<file path="config.mk">
export PLATFORM = sky130hd
export DESIGN_NAME = pipeline_mem_ctrl_flat
export DESIGN_NICKNAME = d
export VERILOG_FILES = /design/src/rtl/pipeline_mem_ctrl_pkg.sv /design/src/rtl/pipeline_mem_ctrl_if.sv /design/src/rtl/pipeline_mem_ctrl_dmem_port_fsm.sv /design/src/rtl/pipeline_mem_ctrl.sv /design/src/flat_wrapper.sv
export SDC_FILE = /design/constraint.sdc
export NUM_CORES = 1
export LEC_CHECK = 0
export ABC_AREA = 0
export CAP_MARGIN = 20
export CORE_MARGIN = 2
export CORE_UTILIZATION = 51
export DETAILED_ROUTE_END_ITERATION = 10
export GPL_TIMING_DRIVEN = 1
export PLACE_DENSITY = 0.84
export SETUP_SLACK_MARGIN = 0.15
export SLEW_MARGIN = 20
export SYNTH_ARGS = -nofsm -noshare
export SYNTH_HDL_FRONTEND = slang
export SYNTH_HIERARCHICAL = 1
export SYNTH_SLANG_ARGS = --single-unit
</file>
<file path="constraint.sdc">
create_clock -name clk -period 5.3 [get_ports clk]
set_input_delay 0.53 -clock clk [delete_from_list [all_inputs] [get_ports clk]]
set_output_delay 0.53 -clock clk [all_outputs]
set_load 0.01 [all_outputs]
</file>
<file path="src/rtl/pipeline_mem_ctrl_pkg.sv">
// Shared types for the lc3b pipeline memory controller: FSM encodings,
// opcode enumeration and the load/store decode used to derive mem_access.
package pipeline_mem_ctrl_pkg;

   localparam int RETRY_MAX_DEF   = 15;
   localparam int STALL_CNT_W_DEF = 16;

   typedef enum logic {I_FETCH, I_HELD} lc3b_ifsm_t;
   typedef enum logic {D_IDLE, D_BACKOFF} lc3b_dfsm_t;

   typedef enum logic [3:0] {
      OP_BR  = 4'h0, OP_ADD = 4'h1, OP_LDB = 4'h2, OP_STB  = 4'h3,
      OP_JSR = 4'h4, OP_AND = 4'h5, OP_LDR = 4'h6, OP_STR  = 4'h7,
      OP_RTI = 4'h8, OP_XOR = 4'h9, OP_LDI = 4'ha, OP_STI  = 4'hb,
      OP_JMP = 4'hc, OP_SHF = 4'hd, OP_LEA = 4'he, OP_TRAP = 4'hf
   } lc3b_opcode;

   // TRAP reads its vector from data memory, so it counts as a memory op.
   function automatic logic is_mem_op(lc3b_opcode op);
      case (op)
         OP_LDB, OP_STB, OP_LDR, OP_STR,
         OP_LDI, OP_STI, OP_TRAP: return 1'b1;
         default:                 return 1'b0;
      endcase
   endfunction

endpackage

</file>
<file path="src/rtl/pipeline_mem_ctrl_if.sv">
// Wishbone-style strobe/response signals between the pipeline controller
// and the instruction/data caches.
interface pipeline_mem_ctrl_if;

   logic imem_stb;
   logic imem_cyc;
   logic imem_resp;
   logic dmem_stb;
   logic dmem_cyc;
   logic dmem_resp;
   logic dmem_retry;

   modport master (
      output imem_stb, imem_cyc, dmem_stb, dmem_cyc,
      input  imem_resp, dmem_resp, dmem_retry
   );

   modport slave (
      input  imem_stb, imem_cyc, dmem_stb, dmem_cyc,
      output imem_resp, dmem_resp, dmem_retry
   );

endinterface

</file>
<file path="src/rtl/pipeline_mem_ctrl_dmem_port_fsm.sv">
// D-cache port sequencer: issues the access, backs off one cycle on retry,
// abandons the access after RETRY_MAX retries and flags mem_err.
//   state     | meaning
//   D_IDLE    | strobe asserted while an unfinished access is in EX/MEM
//   D_BACKOFF | one-cycle gap after a retry, cycle held open
module pipeline_mem_ctrl_dmem_port_fsm
   import pipeline_mem_ctrl_pkg::*;
#(
   parameter int RETRY_MAX = RETRY_MAX_DEF
) (
   input  logic clk,
   input  logic rst,
   input  logic run,
   input  logic mem_access,
   input  logic dmem_resp,
   input  logic dmem_retry,
   input  logic advance,
   output logic dmem_stb,
   output logic dmem_cyc,
   output logic d_ready,
   output logic mem_err
);

   localparam int CNT_W = $clog2(RETRY_MAX + 1);

   lc3b_dfsm_t       d_state;
   logic [CNT_W-1:0] retry_cnt;
   logic             d_done;
   logic             req;
   logic             exhausted;

   assign req       = run && mem_access && !d_done && (d_state == D_IDLE);
   assign exhausted = (retry_cnt == CNT_W'(RETRY_MAX - 1));
   assign dmem_stb  = req;
   assign dmem_cyc  = req || (d_state == D_BACKOFF);
   assign d_ready   = !mem_access || dmem_resp || d_done;

   always_ff @(posedge clk or posedge rst) begin
      if (rst) begin
         d_state   <= D_IDLE;
         retry_cnt <= '0;
         d_done    <= 1'b0;
         mem_err   <= 1'b0;
      end else begin
         case (d_state)
            D_IDLE: begin
               // A response in the same cycle as a retry wins.
               if (req && !dmem_resp && dmem_retry) begin
                  if (exhausted) begin
                     mem_err <= 1'b1;
                     d_done  <= 1'b1;
                  end else begin
                     d_state <= D_BACKOFF;
                  end
               end else if (req && dmem_resp && !advance) begin
                  d_done <= 1'b1;
               end
            end
            D_BACKOFF: begin
               retry_cnt <= retry_cnt + 1'b1;
               d_state   <= D_IDLE;
            end
            default: d_state <= D_IDLE;
         endcase
         if (advance) begin
            d_done    <= 1'b0;
            retry_cnt <= '0;
         end
      end
   end

endmodule

</file>
<file path="src/rtl/pipeline_mem_ctrl.sv">
// Pipeline/cache sequencer for the 5-stage lc3b: I-side fetch FSM, global
// advance/stall, branch squash and the stall-cycle counter.
//   state   | meaning
//   I_FETCH | strobing the I-cache for the next instruction
//   I_HELD  | instruction captured in the IR hold register, waiting to advance
module pipeline_mem_ctrl
   import pipeline_mem_ctrl_pkg::*;
#(
   parameter int RETRY_MAX   = RETRY_MAX_DEF,
   parameter int STALL_CNT_W = STALL_CNT_W_DEF
) (
   input  logic                   clk,
   input  logic                   rst,
   pipeline_mem_ctrl_if.master    mem_bus,
   input  logic                   mem_access,
   input  logic                   branch_enable,
   output logic                   ir_capture,
   output logic                   ir_sel_held,
   output logic                   load_if_id,
   output logic                   load_id_ex,
   output logic                   load_ex_mem,
   output logic                   load_mem_wb,
   output logic                   flush_if_id,
   output logic                   flush_id_ex,
   output logic                   flush_ex_mem,
   output logic                   mem_err,
   output logic [STALL_CNT_W-1:0] stall_cycles
);

   lc3b_ifsm_t i_state;
   logic       run;
   logic       fetching;
   logic       i_ready;
   logic       d_ready;
   logic       advance;
   logic       flush;

   // run keeps every strobe low until the first edge after reset releases.
   assign fetching         = run && (i_state == I_FETCH);
   assign mem_bus.imem_stb = fetching;
   assign mem_bus.imem_cyc = fetching;
   assign ir_sel_held      = (i_state == I_HELD);
   assign i_ready          = (fetching && mem_bus.imem_resp) || ir_sel_held;
   assign advance          = i_ready && d_ready;
   assign ir_capture       = fetching && mem_bus.imem_resp && !advance;

   assign load_if_id  = advance;
   assign load_id_ex  = advance;
   assign load_ex_mem = advance;
   assign load_mem_wb = advance;

   // branch_enable is frozen in MEM/WB during a stall, so the squash lands
   // exactly on the advancing cycle.
   assign flush        = branch_enable && advance;
   assign flush_if_id  = flush;
   assign flush_id_ex  = flush;
   assign flush_ex_mem = flush;

   always_ff @(posedge clk or posedge rst) begin
      if (rst) begin
         run          <= 1'b0;
         i_state      <= I_FETCH;
         stall_cycles <= '0;
      end else begin
         run <= 1'b1;
         case (i_state)
            I_FETCH: if (ir_capture) i_state <= I_HELD;
            I_HELD:  if (advance)    i_state <= I_FETCH;
            default: i_state <= I_FETCH;
         endcase
         if (run && !advance && (stall_cycles != '1))
            stall_cycles <= stall_cycles + 1'b1;
      end
   end

   pipeline_mem_ctrl_dmem_port_fsm #(
      .RETRY_MAX (RETRY_MAX)
   ) u_dmem_port_fsm (
      .clk        (clk),
      .rst        (rst),
      .run        (run),
      .mem_access (mem_access),
      .dmem_resp  (mem_bus.dmem_resp),
      .dmem_retry (mem_bus.dmem_retry),
      .advance    (advance),
      .dmem_stb   (mem_bus.dmem_stb),
      .dmem_cyc   (mem_bus.dmem_cyc),
      .d_ready    (d_ready),
      .mem_err    (mem_err)
   );

endmodule
</file>
<file path="src/flat_wrapper.sv">
// flat-port wrapper written by rule: the top's interface ports become plain ports
module pipeline_mem_ctrl_flat import pipeline_mem_ctrl_pkg::*;
#(
   parameter int RETRY_MAX   = RETRY_MAX_DEF,
   parameter int STALL_CNT_W = STALL_CNT_W_DEF
)
  (clk, rst, mem_access, branch_enable, ir_capture, ir_sel_held, load_if_id, load_id_ex, load_ex_mem, load_mem_wb, flush_if_id, flush_id_ex, flush_ex_mem, mem_err, stall_cycles, mem_bus_imem_stb, mem_bus_imem_cyc, mem_bus_dmem_stb, mem_bus_dmem_cyc, mem_bus_imem_resp, mem_bus_dmem_resp, mem_bus_dmem_retry);
  pipeline_mem_ctrl_if mem_bus_i ();
  input  logic clk;
  input  logic rst;
  input  logic mem_access;
  input  logic branch_enable;
  output logic ir_capture;
  output logic ir_sel_held;
  output logic load_if_id;
  output logic load_id_ex;
  output logic load_ex_mem;
  output logic load_mem_wb;
  output logic flush_if_id;
  output logic flush_id_ex;
  output logic flush_ex_mem;
  output logic mem_err;
  output logic [STALL_CNT_W-1:0] stall_cycles;
  output wire logic [$bits(mem_bus_i.imem_stb)-1:0] mem_bus_imem_stb;
  output wire logic [$bits(mem_bus_i.imem_cyc)-1:0] mem_bus_imem_cyc;
  output wire logic [$bits(mem_bus_i.dmem_stb)-1:0] mem_bus_dmem_stb;
  output wire logic [$bits(mem_bus_i.dmem_cyc)-1:0] mem_bus_dmem_cyc;
  input wire logic [$bits(mem_bus_i.imem_resp)-1:0] mem_bus_imem_resp;
  input wire logic [$bits(mem_bus_i.dmem_resp)-1:0] mem_bus_dmem_resp;
  input wire logic [$bits(mem_bus_i.dmem_retry)-1:0] mem_bus_dmem_retry;
  assign mem_bus_imem_stb = mem_bus_i.imem_stb;
  assign mem_bus_imem_cyc = mem_bus_i.imem_cyc;
  assign mem_bus_dmem_stb = mem_bus_i.dmem_stb;
  assign mem_bus_dmem_cyc = mem_bus_i.dmem_cyc;
  assign mem_bus_i.imem_resp = mem_bus_imem_resp;
  assign mem_bus_i.dmem_resp = mem_bus_dmem_resp;
  assign mem_bus_i.dmem_retry = mem_bus_dmem_retry;
  pipeline_mem_ctrl #(.RETRY_MAX(RETRY_MAX), .STALL_CNT_W(STALL_CNT_W)) u_core (.clk(clk), .rst(rst), .mem_bus(mem_bus_i), .mem_access(mem_access), .branch_enable(branch_enable), .ir_capture(ir_capture), .ir_sel_held(ir_sel_held), .load_if_id(load_if_id), .load_id_ex(load_id_ex), .load_ex_mem(load_ex_mem), .load_mem_wb(load_mem_wb), .flush_if_id(flush_if_id), .flush_id_ex(flush_id_ex), .flush_ex_mem(flush_ex_mem), .mem_err(mem_err), .stall_cycles(stall_cycles));
endmodule
</file>
---- Yosys cells after proc, flatten, opt, wreduce, memory -nomap -nowiden ----
Index checks and enable logic that the tools add are counted.
storage, ports and cells
  logic and storage cells ................. 54
  output and inout port bits .............. 30
  bits in registers ....................... 25
  input bits .............................. 7
operators by class
  reductions and logical operators ........ 26
  eq/ne operators ......................... 4
  bitwise operators ....................... 2
  multiplexer cells ....................... 13
  add/subtract/negate cells ............... 2
operators with widths
  operator               number
  $add 16x1->16 const B  1
  $ne 16x16->1 const B   1
  $logic_and 1x1->1      14
  $mux 1                 9
  $mux 4                 2
  $reduce_and 3->1       2
  $add 4x1->4 const B    1
  $eq 4x4->1 const B     1
  $logic_not 1->1        4
  $logic_or 1x1->1       4
  $pmux 1 s2             2
  $ne 3x2->1 const B     1
  $reduce_bool 3->1      1
  $ne 2x1->1 const B     1
  $not 1->1              2
  $reduce_bool 2->1      1

---- Longest topological paths before layout ----
Gate-level depths: netlist of the first run.
  depth after elaboration ................. 11
  gate-level depth with buffers ........... 6
  depth with buffers taken out ............ 5

---- Cells and area by module ----
Netlist of the first run, hierarchy kept.
modules (own cells, without submodules)
  module                           area each (um^2)  instances  sequential area each (um^2)  cells each
  pipeline_mem_ctrl                1009.7            1          450.4                        85
  pipeline_mem_ctrl_dmem_port_fsm  344.1             1          175.2                        32

---- Worst setup path after synthesis of the first run ----
No wires, ideal clock.
  path kind ............................... in2out
  start ................................... input mem_access
  end ..................................... output flush_id_ex
  data required time ...................... 4770 ps
  setup slack ............................. 3123 ps
  buffers on the path ..................... 1
  stages on the path ...................... 4
  arrival ................................. 1647 ps
  cell sequence ........................... or3b_2 -> nor2b_1 -> and2_1 -> buf_4
between the ends
  cells in the longest elaborated chain, start to end .. 5
RTL lines
  what                           line                                   RTL
  from (decl)                    flat_wrapper.sv:11                     input logic mem_access;
  $logic_not 1->1                pipeline_mem_ctrl_dmem_port_fsm.sv:36  assign d_ready = !mem_access || dmem_resp || d_done;
  $logic_or 1x1->1 (2 in a row)  pipeline_mem_ctrl_dmem_port_fsm.sv:36
  $logic_and 1x1->1              pipeline_mem_ctrl.sv:44                assign advance = i_ready && d_ready;
  net load_ex_mem                flat_wrapper.sv:17                     output logic load_ex_mem;
  $logic_and 1x1->1              pipeline_mem_ctrl.sv:54                assign flush = branch_enable && advance;
  to (decl)                      flat_wrapper.sv:20                     output logic flush_id_ex;
The timed path passes the listed nets, and every way through them passes these cells.

---- Worst setup path in the final report of the first run ----
  start ................................... input mem_access
  end ..................................... output flush_id_ex
between the ends
  cells in the longest elaborated chain, start to end .. 5
RTL lines
  what                           line                                   RTL
  $logic_not 1->1                pipeline_mem_ctrl_dmem_port_fsm.sv:36
  $logic_or 1x1->1 (2 in a row)  pipeline_mem_ctrl_dmem_port_fsm.sv:36
  net u_core.d_ready             pipeline_mem_ctrl.sv:34                logic d_ready;
  $logic_and 1x1->1              pipeline_mem_ctrl.sv:44
  $logic_and 1x1->1              pipeline_mem_ctrl.sv:54
The timed path passes the listed nets, and every way through them passes these cells.

==> load_flow_metrics.sql, run 1 <==
INSERT INTO impl_metrics (metric_group, metric, value, unit) VALUES
('status', 'result_of_the_run', 'complete, no violations', ''),
('global_route', 'grt.overflow.total', '0', ''),
('placed_design', 'routabilityCongestion', '0.781', ''),
('global_route', 'number_of_global_route_vias_before_repair', '972', ''),
('logic_synthesis', 'yosys.cell_types.count', '39', ''),
('clock_network', 'post_cts.repair.setup_buffers', '0', ''),
('floorplan', 'initial_utilization', '54.2', '%'),
('sta', 'timing.final.crit_period', '3.02', 'ns'),
('job', 'number_of_maximum_capacitance_constraint_violations', '0', ''),
('worst_setup_path', 'critical_path.max_stage_delay', '0.54', 'ns'),
('sta', 'period_share', '56.9', '%'),
('clock_network', 'numClockSinks', '25', ''),
('route', 'post-route-drc-count', '0', ''),
('sta', 'final.hold.worst_slack', '0.456', 'ns'),
('clock_network', 'cts_resized', '0', ''),
('route', 'vias', '957', ''),
('logic_synthesis', 'post_synth_instance_area', '1350', 'um^2'),
('placed_design', 'place.detailed.instances', '176', ''),
('sta', 'setup_viol', '0', ''),
('floorplan', 'boundaryPins', '37', ''),
('worst_setup_path', 'crit-reg2reg-launch', 'u_core/stall_cycles[0]', ''),
('worst_setup_path', 'rrSetupSlack', '3.01', 'ns'),
('global_route', 'antenna_found_initial', '0', ''),
('logic_synthesis', 'synth_nets', '127', ''),
('clock_network', 'worstSkewPairLatency', '0.32', 'ns'),
('logic_synthesis', 'library_cell_occupying_the_most_area_in_the_post_synthesis_netlist', 'sky130_fd_sc_hd__dfrtp_1', ''),
('clock_network', 'clock-root-buffer', 'sky130_fd_sc_hd__clkbuf_4', ''),
('power', 'peakVddDrop', '0.249', 'mV'),
('placed_design', 'hpwl_dp', '2010', 'um'),
('power', 'post-layout-total-power', '0.486', 'mW'),
('worst_setup_path', 'path_cells', 'clkdlybuf4s50_1 > or3b_2 > nor2b_1 > and2_1 > clkdlybuf4s50_1', ''),
('logic_synthesis', 'most_frequently_used_cell_type_in_the_post_synthesis_netlist', 'sky130_fd_sc_hd__dfrtp_1', ''),
('logic_synthesis', 'async_set_or_reset_register_ratio_after_synthesis', '100', '%'),
('sta', 'fin_tns_setup', '0', 'ns'),
('clock_network', 'cts_hold_buffers', '0', ''),
('logic_synthesis', 'synthFlopType', 'sky130_fd_sc_hd__dfrtp_1', ''),
('sta', 'setup_repair_after_global_routing_missed_its_margin', 'false', ''),
('logic_synthesis', 'netlist_top_cells_area', 'sky130_fd_sc_hd__dfrtp_1 46%, sky130_fd_sc_hd__xor2_1 11%, sky130_fd_sc_hd__nor3_2 4.4%', ''),
('worst_setup_path', 'regToRegEndpoint', 'u_core/stall_cycles[1]', ''),
('floorplan', 'die_height', '55.5', 'um'),
('logic_synthesis', 'yosys-top-cells-count', '25 x sky130_fd_sc_hd__dfrtp_1, 17 x sky130_fd_sc_hd__xor2_1', ''),
('sta', 'finalClockSkew', '0.00822', 'ns'),
('cells_and_area', 'antennaDiodeCount', '0', ''),
('floorplan', 'die_area', '3080', 'um^2'),
('route', 'viasPerCell', '5.32', ''),
('logic_synthesis', 'postSynthAreaPerCell', '11.6', 'um^2'),
('sta', 'timing.final.max_slew_violations', '0', ''),
('logic_synthesis', 'yosys.area.top_type_share', '46.2', '%'),
('route', 'drt-total-wl', '2570', 'um'),
('floorplan', 'rows', '18', ''),
('clock_network', 'tritoncts', 'yes', ''),
('placed_design', 'numPortBuffers', '36', ''),
('worst_setup_path', 'endpoint_kind', 'primary output', ''),
('sta', 'hold_violations', '0', ''),
('global_route', 'grt_start_max_net_pins', '19', ''),
('route', 'wl_per_cell', '14.3', 'um'),
('worst_setup_path', 'category_of_the_critical_setup_timing_path', 'primary input to primary output', ''),
('global_route', 'global_route.usage.total', '18.9', '%'),
('placed_design', 'placedInstanceArea', '1700', 'um^2'),
('cells_and_area', 'final_nets', '161', ''),
('logic_synthesis', 'synth-seq-area-share', '46.2', '%'),
('logic_synthesis', 'synth_seq_cells', '25', ''),
('min_path', 'hold_class', 'primary input to async pin', ''),
('power', 'power_density', '282', 'nW/um^2'),
('sta', 'fmax', '331', 'MHz'),
('worst_setup_path', 'cp_slowest_cell', 'sky130_fd_sc_hd__clkdlybuf4s50_1', ''),
('worst_setup_path', 'critical_path.startpoint_type', 'primary input', ''),
('worst_setup_path', 'worst_reg_to_reg_path_cell_count', '5', ''),
('logic_synthesis', 'count_of_flip_flops_with_a_built_in_enable_after_synthesis', '0', ''),
('clock_network', 'numCtsBuffers', '3', ''),
('logic_synthesis', 'post_synth_inst_count', '117', '');
## logic make-up after synthesis
kind of cell / share of synthesized area, %
AO/OA/AOI/OAI: 3.51
XOR/XNOR: 11.6
adder cells (fa/ha/maj): 2.77
buffers and inverters: 4.99
flip-flops: 46.2
multiplexers: 1.11
other: 0.277
AND/OR/NAND/NOR: 29.5
## per-layer routing
metal	share of wire [%]	routed length, um	vias up	track usage, %
li1	-	-	474	-
met1	45	1160	456	26.1
met2	49	1260	22	30.3
met3	3.5	90	5	2.34
met4	1.8	46	0	7.32
met5	0	0	-	0
## registers in the layout, indices dropped and copies added (netlist names)
name and count:
u_core/u_dmem_port_fsm/retry_cnt 4, u_core/ir_sel_held 1, u_core/run 1, u_core/u_dmem_port_fsm/d_done 1
u_core/stall_cycles 16, u_core/u_dmem_port_fsm/d_state 1, u_core/u_dmem_port_fsm/mem_err 1
## metrics by stage
stage | util, % | setup slack [ns]
detailed placement | 67.8 | 2.26
floorplan | - | 3.12
CTS | 68.9 | 2.27
global placement | 67.8 | 2.35
global route | 68.9 | 2.08
finish | 68.9 | 2.28
## report_power, final
group	internal, mW	total [mW]	switching [mW]
clock	0.0294	0.0833	0.0539
sequential	0.218	0.256	0.0381
combinational	0.0858	0.147	0.0610
## worst max-delay path by stage
stage | from | endpoint | cells after the start | slack (ns)
after floorplan | mem_access | flush_id_ex | 4 | 3.12
after global placement | mem_access | flush_id_ex | 5 | 2.35
after detailed placement | mem_access | flush_id_ex | 5 | 2.26
after CTS | mem_access | flush_id_ex | 5 | 2.27
after global routing | mem_access | flush_if_id | 5 | 2.08
final | mem_access | flush_id_ex | 5 | 2.28
## cell type report
type,instances,area [um^2]
Sequential cell,25,626
Timing Repair Buffer,36,360
Multi-Input combinational cell,82,661
Inverter,3,11.3
Fill cell,186,778
Tap cell,30,37.5
Clock buffer,4,26.3
## worst max-delay path: cells and delay by family
family                 cells  cell delay, ns
AND/OR/NAND/NOR            3            0.98
buffers and inverters      2            0.98
## placed cells by master, fill, tap and decap left out, types with 2 or more instances in the layout
cell                              instances
sky130_fd_sc_hd__nand2_1                  6
sky130_fd_sc_hd__nor2_2                   2
sky130_fd_sc_hd__ha_1                     3
sky130_fd_sc_hd__xor2_1                  17
sky130_fd_sc_hd__nand3_1                  3
sky130_fd_sc_hd__nor2b_1                  3
sky130_fd_sc_hd__nor4_2                   2
sky130_fd_sc_hd__nor4b_2                  2
sky130_fd_sc_hd__nor2_1                   6
sky130_fd_sc_hd__and4_1                   2
sky130_fd_sc_hd__clkdlybuf4s50_1         36
sky130_fd_sc_hd__nand4_1                  5
sky130_fd_sc_hd__o21bai_1                 2
sky130_fd_sc_hd__a21oi_1                  2
sky130_fd_sc_hd__clkbuf_4                 3
sky130_fd_sc_hd__inv_1                    3
sky130_fd_sc_hd__nor3_2                   6
sky130_fd_sc_hd__dfrtp_1                 25
Note: power is estimated with default switching activity, not from simulation.
==> run 2, diff against run 1 <==
--- a/config.mk
+++ b/config.mk
@@ -8,10 +8,10 @@
 export ABC_AREA = 0
 export CAP_MARGIN = 20
 export CORE_MARGIN = 2
-export CORE_UTILIZATION = 51
+export CORE_UTILIZATION = 43
 export DETAILED_ROUTE_END_ITERATION = 10
 export GPL_TIMING_DRIVEN = 1
-export PLACE_DENSITY = 0.84
+export PLACE_DENSITY = 0.75
 export SETUP_SLACK_MARGIN = 0.15
 export SLEW_MARGIN = 20
 export SYNTH_ARGS = -nofsm -noshare
==> constraint.sdc (replaced) <==
create_clock -name clk -period 2.5 [get_ports clk]
set_input_delay 0.25 -clock clk [delete_from_list [all_inputs] [get_ports clk]]
set_output_delay 0.25 -clock clk [all_outputs]
set_load 0.01 [all_outputs]
==> run 2 against run 1 <==
Compared with the run above:
- worst hold slack worse by 0.26 ns
- routed wire length is 1.1% higher
- final cell count is 9.4% higher
- die area is 17% higher
- global-route usage is 3.0 points lower
- clock skew is 0.0021 ns higher
- non-clock buffer count is 3 higher
- sequential share of layout area is 1.1 points lower
- critical path type unchanged
==> load_flow_metrics.sql, run 2 (synthesized netlist as in run 1, its figures left out) <==
INSERT INTO impl_metrics (metric_group, metric, value, unit) VALUES
('status', 'result_of_the_run', 'complete, no violations', ''),
('clock_network', 'numClockSinks', '25', ''),
('route', 'drt_first_iter_violations', '35', ''),
('worst_setup_path', 'cp_common_cell', 'sky130_fd_sc_hd__clkdlybuf4s50_1', ''),
('cells_and_area', 'final-seq-area', '626', 'um^2'),
('clock_network', 'clkTransAtPathRegs', '0.12', 'ns'),
('floorplan', 'die_height', '60.1', 'um'),
('worst_setup_path', 'worst_reg_to_reg_path_cell_count', '6', ''),
('placed_design', 'placedInstanceArea', '1740', 'um^2'),
('global_route', 'number_of_global_route_vias_before_repair', '921', ''),
('power', 'peakVddDrop', '0.428', 'mV'),
('sta', 'timing.final.crit_period', '2.23', 'ns'),
('placed_design', 'hpwl_dp', '1910', 'um'),
('worst_setup_path', 'critical_path.startpoint_type', 'primary input', ''),
('worst_setup_path', 'critPathArrivalTime', '1.98', 'ns'),
('sta', 'setup_repair_after_global_routing_missed_its_margin', 'false', ''),
('worst_setup_path', 'regToRegEndpoint', 'u_core/stall_cycles[1]', ''),
('placed_design', 'numPortBuffers', '36', ''),
('worst_setup_path', 'crit-reg2reg-launch', 'u_core/stall_cycles[0]', ''),
('floorplan', 'boundaryPins', '37', ''),
('floorplan', 'floorplan.die.width', '60.1', 'um'),
('sta', 'timing.final.max_slew_violations', '0', ''),
('sta', 'setup_viol', '0', ''),
('clock_network', 'worstSkewPairLatency', '0.31', 'ns'),
('min_path', 'hold_class', 'primary input to async pin', ''),
('route', 'vias', '985', ''),
('sta', 'hold_violations', '0', ''),
('worst_setup_path', 'category_of_the_critical_setup_timing_path', 'primary input to primary output', ''),
('route', 'wl_per_cell', '13.2', 'um'),
('sta', 'slew_headroom', '53.5', '%'),
('global_route', 'grt.overflow.total', '0', ''),
('sta', 'period_share', '89.4', '%'),
('sta', 'fmax', '447', 'MHz'),
('power', 'power_density', '584', 'nW/um^2'),
('sta', 'finalClockSkew', '0.0103', 'ns'),
('cells_and_area', 'post_route_non_filler_standard_cell_count', '197', ''),
('clock_network', 'clock-root-buffer', 'sky130_fd_sc_hd__clkbuf_4', ''),
('floorplan', 'placeableCoreArea', '3030', 'um^2'),
('floorplan', 'initial_utilization', '44.7', '%'),
('worst_setup_path', 'rrSetupSlack', '0.53', 'ns'),
('cells_and_area', 'final_nets', '164', ''),
('worst_setup_path', 'cp_slowest_cell', 'sky130_fd_sc_hd__clkdlybuf4s50_1', ''),
('worst_setup_path', 'critical_path.max_stage_delay', '0.53', 'ns'),
('route', 'viasPerCell', '5.00', ''),
('job', 'number_of_maximum_capacitance_constraint_violations', '0', ''),
('cells_and_area', 'regMostFlops', 'u_core/stall_cycles', ''),
('placed_design', 'place_worst_setup_slack', '0.101', 'ns'),
('worst_setup_path', 'worst_ep_required_time', '2.25', 'ns'),
('clock_network', 'numCtsBuffers', '3', ''),
('cells_and_area', 'layout.cell_area.non_filler', '1770', 'um^2'),
('route', 'ant_nets_after_route', '0', ''),
('power', 'lkg_pwr', '0.830', 'nW'),
('route', 'post-route-drc-count', '0', ''),
('clock_network', 'cts-root-to-sink-buffers', '2', ''),
('worst_setup_path', 'endpoint_kind', 'primary output', ''),
('clock_network', 'tritoncts', 'yes', ''),
('cells_and_area', 'largestRegisters', 'u_core/stall_cycles x16, u_core/u_dmem_port_fsm/retry_cnt x4', ''),
('cells_and_area', 'most-common-layout-cells', '33 x sky130_fd_sc_hd__clkdlybuf4s50_1, 25 x sky130_fd_sc_hd__dfrtp_1, 17 x sky130_fd_sc_hd__xor2_1', ''),
('route', 'drt-total-wl', '2590', 'um'),
('cells_and_area', 'antennaDiodeCount', '0', ''),
('clock_network', 'h-tree-depth', '1', ''),
('cells_and_area', 'multi_input_comb_area', '663', 'um^2'),
('cells_and_area', 'finish.utilization', '58.6', '%'),
('global_route', 'antenna_found_initial', '0', ''),
('global_route', 'grt_start_max_net_pins', '19', ''),
('placed_design', 'place.detailed.instances', '192', ''),
('placed_design', 'routabilityCongestion', '0.775', ''),
('clock_network', 'cts_hold_buffers', '0', ''),
('cells_and_area', 'area_growth_syn_to_layout', '31.0', '%'),
('global_route', 'global_route.usage.total', '15.9', '%'),
('sta', 'fin_tns_setup', '0', 'ns'),
('sta', 'tightest_slew', '0.697', 'ns'),
('global_route', 'grt_pass1_wl', '4340', 'um'),
('floorplan', 'rows', '20', ''),
('route', 'firstDrtPassIters', '4', ''),
('cells_and_area', 'layout_filler_cell_count', '273', ''),
('worst_setup_path', 'cp_max_fo', '4', ''),
('cells_and_area', 'drive_above_1_share', '17.6', '%'),
('worst_setup_path', 'path_cells', 'clkdlybuf4s50_1 > or3b_2 > and3b_1 > clkdlybuf4s50_1', ''),
('floorplan', 'die_area', '3610', 'um^2'),
('cells_and_area', 'layout.cells.most_common', 'sky130_fd_sc_hd__clkdlybuf4s50_1', ''),
('cells_and_area', 'number_of_flip_flops_under_the_largest_register_name', '16', ''),
('sta', 'layout_setup_ws', '0.265', 'ns');
run 2: area by class of cell:
cell class	instances	area share (%)
Timing Repair Buffer	39	22.1
Multi-Input combinational cell	82	37.4
Tap cell	44	3.11
Inverter	3	0.635
Sequential cell	25	35.3
Clock buffer	4	1.48
run 2: how the worst max path moves through the flow:
stage / start / to / slack, ns / cells past startpoint
6_report: mem_access / ir_capture / 0.27 / 4
5_1_grt: mem_access / ir_capture / 0.23 / 4
4_1_cts: mem_access / ir_capture / 0.26 / 4
3_5_place_dp: mem_access / flush_id_ex / 0.10 / 5
3_3_place_gp: mem_access / flush_id_ex / 0.18 / 5
2_1_floorplan: u_core/u_dmem_port_fsm/d_done / u_core/stall_cycles[15] / 0.69 / 5
run 2: routing by layer:
metal  part of all wire (%)  global-route usage (%)  vias to the layer above
li1                       -                       -                      475
met1                     47                    22.5                      480
met2                     47                    24.1                       28
met3                    5.0                    3.68                        2
met4                   0.73                    4.76                        0
met5                      0                       0                        -
run 2: repair_timing:
action / 4_1_cts / 5_1_grt
gates resized for setup: 4 / 0
setup buffers: 1 / 0
setup endpoints to repair: 3 / 0
run 2: metrics by stage:
step                hold WS, ns  total power, mW
floorplan                0.0534            0.701
global placement          0.462            0.856
detailed placement        0.466            0.863
CTS                       0.186             1.05
global route              0.188             1.11
finish                    0.193             1.04
run 2: critical path, delay by kind of cell:
kind	cells	cell delay, ns
buffers and inverters	2	1.02
AND/OR/NAND/NOR	2	0.72
run 2: where the power goes:
part | switching (mW) | internal [mW] | leakage, nW
logic | 0.132 | 0.186 | 0.481
clock network | 0.115 | 0.0622 | 0.0150
registers | 0.0789 | 0.462 | 0.335
==> run 3, diff against run 2 <==
--- a/config.mk
+++ b/config.mk
@@ -13,7 +13,6 @@
 export GPL_TIMING_DRIVEN = 1
 export PLACE_DENSITY = 0.75
 export SETUP_SLACK_MARGIN = 0.15
-export SLEW_MARGIN = 20
 export SYNTH_ARGS = -nofsm -noshare
 export SYNTH_HDL_FRONTEND = slang
 export SYNTH_HIERARCHICAL = 1
==> results of run 3 <==
No change in the layout: final DEF, timing and power equal those of run 2.
